## config.mk

```make
export PLATFORM = sky130hd
export DESIGN_NAME = branch_resolver
export DESIGN_NICKNAME = d
export VERILOG_FILES = /design/src/rtl/wisc_branch_pkg.sv /design/src/rtl/branch_cond_eval.sv /design/src/rtl/branch_resolver.sv
export SDC_FILE = /design/constraint.sdc
export NUM_CORES = 1
export LEC_CHECK = 0
export BUFFER_PORTS_ARGS = -buffer_cell sky130_fd_sc_hd__buf_2
export CAP_MARGIN = 20
export CORE_MARGIN = 3
export CORE_UTILIZATION = 55
export DETAILED_ROUTE_END_ITERATION = 6
export GPL_TIMING_DRIVEN = 0
export PLACE_DENSITY_LB_ADDON = 0.15
export SETUP_SLACK_MARGIN = 0.2
export SLEW_MARGIN = 15
export SYNTH_ARGS = -nofsm -noshare
export SYNTH_HDL_FRONTEND = slang
export SYNTH_SLANG_ARGS = --single-unit
```

## constraint.sdc

```tcl
create_clock -name clk -period 9.15 [get_ports clk]
set_input_delay 1.3725 -clock clk [delete_from_list [all_inputs] [get_ports clk]]
set_output_delay 1.3725 -clock clk [all_outputs]
set_load 0.02 [all_outputs]
```

## src/rtl/wisc_branch_pkg.sv

```systemverilog
`default_nettype none
// +----------------------------------------------------------------------+
// | wisc_branch_pkg : condition codes, resolver states, flag bit indices |
// | Revision 1.0                                                         |
// +----------------------------------------------------------------------+
package wisc_branch_pkg;

  typedef enum logic [2:0] {
    NEQ    = 3'b000,
    EQ     = 3'b001,
    GT     = 3'b010,
    LT     = 3'b011,
    GTE    = 3'b100,
    LTE    = 3'b101,
    OVFL   = 3'b110,
    UNCOND = 3'b111
  } cond_t;

  typedef enum logic [1:0] {
    IDLE       = 2'd0,
    WAIT_FLAGS = 2'd1,
    HELD       = 2'd2
  } state_t;

  // flags bus is packed {Z,V,N}
  localparam int Z_IDX = 2;
  localparam int V_IDX = 1;
  localparam int N_IDX = 0;

endpackage
`default_nettype wire

```

## src/rtl/branch_cond_eval.sv

```systemverilog
`default_nettype none
// +----------------------------------------------------------------------+
// | branch_cond_eval : combinational condition-code test on {Z,V,N}      |
// | Revision 1.0                                                         |
// +----------------------------------------------------------------------+
module branch_cond_eval
  import wisc_branch_pkg::*;
(
  input  logic [2:0] cond,
  input  logic [2:0] flags,
  output logic       taken
);

  logic w_z;
  logic w_v;
  logic w_n;

  assign w_z = flags[Z_IDX];
  assign w_v = flags[V_IDX];
  assign w_n = flags[N_IDX];

  always_comb begin
    taken = 1'b0;
    case (cond_t'(cond))
      NEQ:     taken = !w_z;
      EQ:      taken = w_z;
      GT:      taken = !w_z && !w_n;
      LT:      taken = w_n;
      GTE:     taken = w_z || !w_n;
      LTE:     taken = w_z || w_n;
      OVFL:    taken = w_v;
      UNCOND:  taken = 1'b1;
      default: taken = 1'b0;
    endcase
  end

endmodule
`default_nettype wire

```

## src/rtl/branch_resolver.sv

```systemverilog
`default_nettype none
// +----------------------------------------------------------------------+
// | branch_resolver : decode-stage branch resolution, redirect, counters |
// | Revision 1.0                                                         |
// +----------------------------------------------------------------------+
module branch_resolver
  import wisc_branch_pkg::*;
#(
  parameter int CNT_W = 16,
  parameter int PC_W  = 16
) (
  input  logic             clk,
  input  logic             rst,
  input  logic             enable,
  input  logic             IF_ID_valid,
  input  logic [PC_W-1:0]  IF_ID_PC_next,
  input  logic [1:0]       IF_ID_prediction,
  input  logic [PC_W-1:0]  IF_ID_predicted_target,
  input  logic             is_b,
  input  logic             is_br,
  input  logic [2:0]       cond,
  input  logic [8:0]       imm9,
  input  logic [PC_W-1:0]  reg_target,
  input  logic [2:0]       flags,
  input  logic             flags_pending,
  input  logic             stall_in,
  output logic             was_branch,
  output logic             actual_taken,
  output logic [PC_W-1:0]  actual_target,
  output logic             branch_mispredicted,
  output logic             redirect_valid,
  output logic [PC_W-1:0]  redirect_pc,
  output logic             flush_IF_ID,
  output logic             stall_out,
  output logic [CNT_W-1:0] branch_count,
  output logic [CNT_W-1:0] taken_count,
  output logic [CNT_W-1:0] pred_taken_count,
  output logic [CNT_W-1:0] mispredict_count
);

  localparam logic [CNT_W-1:0] c_one = {{(CNT_W-1){1'b0}}, 1'b1};

  state_t           state_q, state_d;
  logic [CNT_W-1:0] branch_count_q, branch_count_d;
  logic [CNT_W-1:0] taken_count_q, taken_count_d;
  logic [CNT_W-1:0] pred_taken_count_q, pred_taken_count_d;
  logic [CNT_W-1:0] mispredict_count_q, mispredict_count_d;

  logic            w_active;
  logic            w_is_branch;
  logic            w_br_here;
  logic            w_needs_flags;
  logic            w_taken;
  logic [PC_W-1:0] w_b_target;
  logic [PC_W-1:0] w_target;
  logic            w_mispred;
  logic            w_resolve;

  function automatic logic [CNT_W-1:0] sat_inc(input logic [CNT_W-1:0] v, input logic inc);
    return (inc && (v != {CNT_W{1'b1}})) ? v + c_one : v;
  endfunction

  // Outputs are forced quiet while reset is asserted, not just after it.
  assign w_active      = enable & !rst;
  assign w_is_branch   = IF_ID_valid & (is_b | is_br);
  assign w_br_here     = w_is_branch & w_active;
  assign w_needs_flags = flags_pending & (cond_t'(cond) != UNCOND);

  branch_cond_eval u_cond_eval (
    .cond  (cond),
    .flags (flags),
    .taken (w_taken)
  );

  assign w_b_target = IF_ID_PC_next + {{(PC_W-10){imm9[8]}}, imm9, 1'b0};
  assign w_target   = is_b ? w_b_target : reg_target;
  assign w_mispred  = (IF_ID_prediction[1] != w_taken) ||
                      (w_taken && IF_ID_prediction[1] && (IF_ID_predicted_target != w_target));

  always_comb begin
    state_d   = state_q;
    w_resolve = 1'b0;
    stall_out = 1'b0;
    if (w_active) begin
      case (state_q)
        IDLE: begin
          if (w_br_here) begin
            if (w_needs_flags) begin
              stall_out = 1'b1;
              state_d   = WAIT_FLAGS;
            end else begin
              w_resolve = 1'b1;
              state_d   = stall_in ? HELD : IDLE;
            end
          end
        end
        WAIT_FLAGS: begin
          if (!w_is_branch) begin
            state_d = IDLE;
          end else if (flags_pending) begin
            stall_out = 1'b1;
          end else begin
            w_resolve = 1'b1;
            state_d   = stall_in ? HELD : IDLE;
          end
        end
        // The instruction already resolved; stay silent until IF/ID moves on.
        HELD: begin
          if (!stall_in) state_d = IDLE;
        end
        default: state_d = IDLE;
      endcase
    end
  end

  always_comb begin
    branch_count_d     = sat_inc(branch_count_q, w_resolve);
    taken_count_d      = sat_inc(taken_count_q, w_resolve & w_taken);
    pred_taken_count_d = sat_inc(pred_taken_count_q, w_resolve & IF_ID_prediction[1]);
    mispredict_count_d = sat_inc(mispredict_count_q, w_resolve & w_mispred);
  end

  always_ff @(posedge clk) begin
    if (rst) begin
      state_q            <= IDLE;
      branch_count_q     <= '0;
      taken_count_q      <= '0;
      pred_taken_count_q <= '0;
      mispredict_count_q <= '0;
    end else begin
      state_q            <= state_d;
      branch_count_q     <= branch_count_d;
      taken_count_q      <= taken_count_d;
      pred_taken_count_q <= pred_taken_count_d;
      mispredict_count_q <= mispredict_count_d;
    end
  end

  assign was_branch          = w_resolve;
  assign actual_taken        = w_resolve & w_taken;
  assign actual_target       = w_resolve ? w_target : '0;
  assign branch_mispredicted = w_resolve & w_mispred;
  assign redirect_valid      = w_resolve & w_mispred;
  assign flush_IF_ID         = w_resolve & w_mispred;
  assign redirect_pc         = (w_resolve & w_mispred) ? (w_taken ? w_target : IF_ID_PC_next) : '0;

  assign branch_count     = branch_count_q;
  assign taken_count      = taken_count_q;
  assign pred_taken_count = pred_taken_count_q;
  assign mispredict_count = mispredict_count_q;

endmodule
`default_nettype wire

```

==> out/results.tsv <==
metric	value	unit
Hold Path Stages	2	
# DRC	0	
final WL	15210	µm
WHS Endpoint	branch_count[9]	
Highest Clock Rate	161.6	MHz
nets	920	
HPWL after DPL	11980	µm
hold_buf cts	0	
RSZ-0062 raised after global routing	no	
crit path launch type	input port	
clock sink total	66	
max-slew violation count	0	
Critical Path AT	4.81	ns
sequential area share after synthesis	27.03	%
worst r2r src	state_q[0]	
Fillers	710	
Final Non-Filler Cells	937	
Finished Cell Area	6100	µm²
flops & latches, synth	66	
first-pass GRT wire length	24010	µm
TritonCTS clock tree	built	
r2r setup slk	6.41	ns
root buf cell	clkbuf_8	
Initial Util	58.04	%
reg2reg path depth	11	
mapped cell area	4888	µm²
area of the die	10060	µm²
Post-DP Area	5876	µm²
Register Area	1321	µm²
Max-Cap Viols	0	
Worst-Margin Slew	0.6772	ns
Multi-input gate area	3344	µm²
# resized after CTS	0	
Final Cycle Share	67.61	%
Rows	33	
Syn Area/Cell	7.579	µm²
Syn Nets	738	
Ys Warns	0	
Worst Skew	0.01297	ns
core area	8423	µm²
Synth async-reset ratio	0	%
worst vdd ir	79.38	µV
P per Cell Area	125.1	nW/µm²
Slew HR	54.86	%
# H-tree levels	3	
via-per-instance ratio	5.842	
CTS Buffer Depth	2	
Tmin final	6.186	ns
IO Pins	175	
Cell variety after synth	65	
HP Class	reg2reg	
Fin Setup TNS	0	ns
placer congestion estimate	0.9824	
antenna violations before repair	0	
Most used DFF post-synth	dfxtp_1	
placed cell count	921	
vias in the first global route	4971	
final setup vio count	0	
outcome	finished clean	
IO buf count	171	
maximum fanout along the worst path	10	
EDFF count, synth	0	
die width	100.3	µm
Worst Path Required	7.78	ns
final hold vios	0	
largest net degree at the start of global routing	14	
All-Layer GR Usage	29.46	%
Synth Instances	645	
Clock Pin Slew Worst Setup and Hold Paths	0.08	ns
wire per inst	16.23	µm
drt first-iter violations	252	
min-delay src	branch_count[9]	
Static Leak	2.841	nW
layout cells sized above 1	25.96	%
crit path capture type	output pin	
Die Height	100.3	µm
n_diodes	0	
post-route ant nets	0	
area grow syn2layout	24.78	%
worst flop-to-flop path endpoint	pred_taken_count[15]	
final total power	0.0007629	W
worst-skew pair later-pin latency	0.35	ns
CTS buffer count	9	
total number of vias	5474	
Setup Buffers After CTS	0	
worst setup path class	in2out	
Pre-antenna DRT Iters	5	
GRT Residual Overflow	0	
-- worst max-delay path, cell delays in order --
cell and delay [ns]:
buf_2 0.14, nor2b_1 0.15, o21ai_0 0.10, a31oi_1 0.51
inv_1 0.21, ha_1 0.35, a31oi_1 0.14, o21ai_0 0.11
a21oi_1 0.14, nand4_1 0.09, a311o_1 0.28, o31a_1 0.32
nor2_4 0.19, buf_6 0.17, buf_6 0.15, buf_4 0.18
nor2_1 0.06, buf_2 0.15
-- through the flow --
stage	hold WS [ns]	setup WS, ns	util (%)
global route	0.5169	2.685	72.42
detailed placement	0.4836	3.001	69.76
CTS	0.5001	2.967	72.42
global placement	0.4761	3.069	69.76
floorplan	0.5030	3.782	-
finish	0.5008	2.964	72.42
-- synthesized netlist by cell type, types with 4 or more instances --
cell | number | area, µm²
ha_1 | 19 | 237.7
xnor2_1 | 33 | 289.0
nand4_1 | 12 | 75.07
a211oi_1 | 5 | 37.54
inv_1 | 15 | 56.30
o21ai_0 | 18 | 90.09
nor3_1 | 11 | 55.05
nand3b_1 | 4 | 30.03
dfxtp_1 | 66 | 1321
clkbuf_1 | 19 | 71.32
xor2_1 | 45 | 394.1
buf_2 | 4 | 20.02
a21oi_1 | 51 | 255.2
buf_1 | 4 | 15.01
or3_1 | 9 | 56.30
nand3_1 | 32 | 160.2
o31ai_1 | 8 | 60.06
mux2i_1 | 12 | 120.1
nor2_1 | 119 | 446.7
and3_1 | 21 | 131.4
a21o_1 | 4 | 30.03
nand2_1 | 41 | 153.9
a31oi_1 | 6 | 37.54
nor2b_1 | 13 | 81.33
o21ai_1 | 5 | 25.02
-- cells in the final DEF (no fill, tap or decap), drive strengths merged, types with 8 or more instances in the layout --
cell type,n
inv,18
nor2b,14
mux2i,12
xnor2,33
nand2,41
ha,19
xor2,45
nand3,32
a31oi,8
dfxtp,66
nor2,121
o21ai,24
and3,21
buf,185
a21oi,52
or3,10
nor3,11
nand4,12
o31ai,8
clkbuf,28
-- per-layer routing --
layer / GRT usage (%) / vias up / routed length (µm)
li1: - / 2632 / -
met1: 38.13 / 2580 / 6381
met2: 49.18 / 227 / 7228
met3: 5.420 / 35 / 1216
met4: 10.16 / 0 / 382
met5: 0 / - / 0
-- where the power goes --
| part | switching, W | leakage (nW) | internal [W] |
|---|---|---|---|
| clock network | 0.000128 | 0.114 | 0.000156 |
| logic | 0.000117 | 2.20 | 0.0000729 |
| registers | 0.00000109 | 0.532 | 0.000288 |
-- worst max-delay path by stage --
stage	startpoint	endpoint	slack, ns	depth (start not counted)
after floorplan	IF_ID_PC_next[1]	redirect_pc[10]	3.78	15
after global placement	cond[2]	redirect_pc[5]	3.07	18
after detailed placement	cond[2]	redirect_pc[5]	3.00	18
after CTS	cond[2]	redirect_pc[5]	2.97	18
after global routing	cond[2]	redirect_pc[14]	2.68	18
final	cond[2]	redirect_pc[5]	2.96	18
-- sequential cells by signal (all words and copies together) (netlist names) --
register / count
branch_count: 16
mispredict_count: 16
pred_taken_count: 16
state_q: 2
taken_count: 16
-- area by class of cell --
cell class / instances / area share (%)
clock inverter: 7 / 1.641
inverter: 16 / 0.9846
tap: 105 / 2.154
buffer: 33 / 2.667
sequential: 66 / 21.66
timing repair buffer: 171 / 14.03
multi-input combinational: 530 / 54.83
clock buffer: 9 / 2.031
-- cells by family (layout without fill, tap and decap cells) --
group	Yosys count	after routing	share of synthesized area, %
xor+xnor	78	78	13.98
simple gates	285	285	28.03
compound gates	132	132	17.76
buf+inv	49	236	4.556
fa+ha+maj	20	20	5.273
flops	66	66	27.03
mux	15	15	3.379
(Power assumes the default switching activity.)
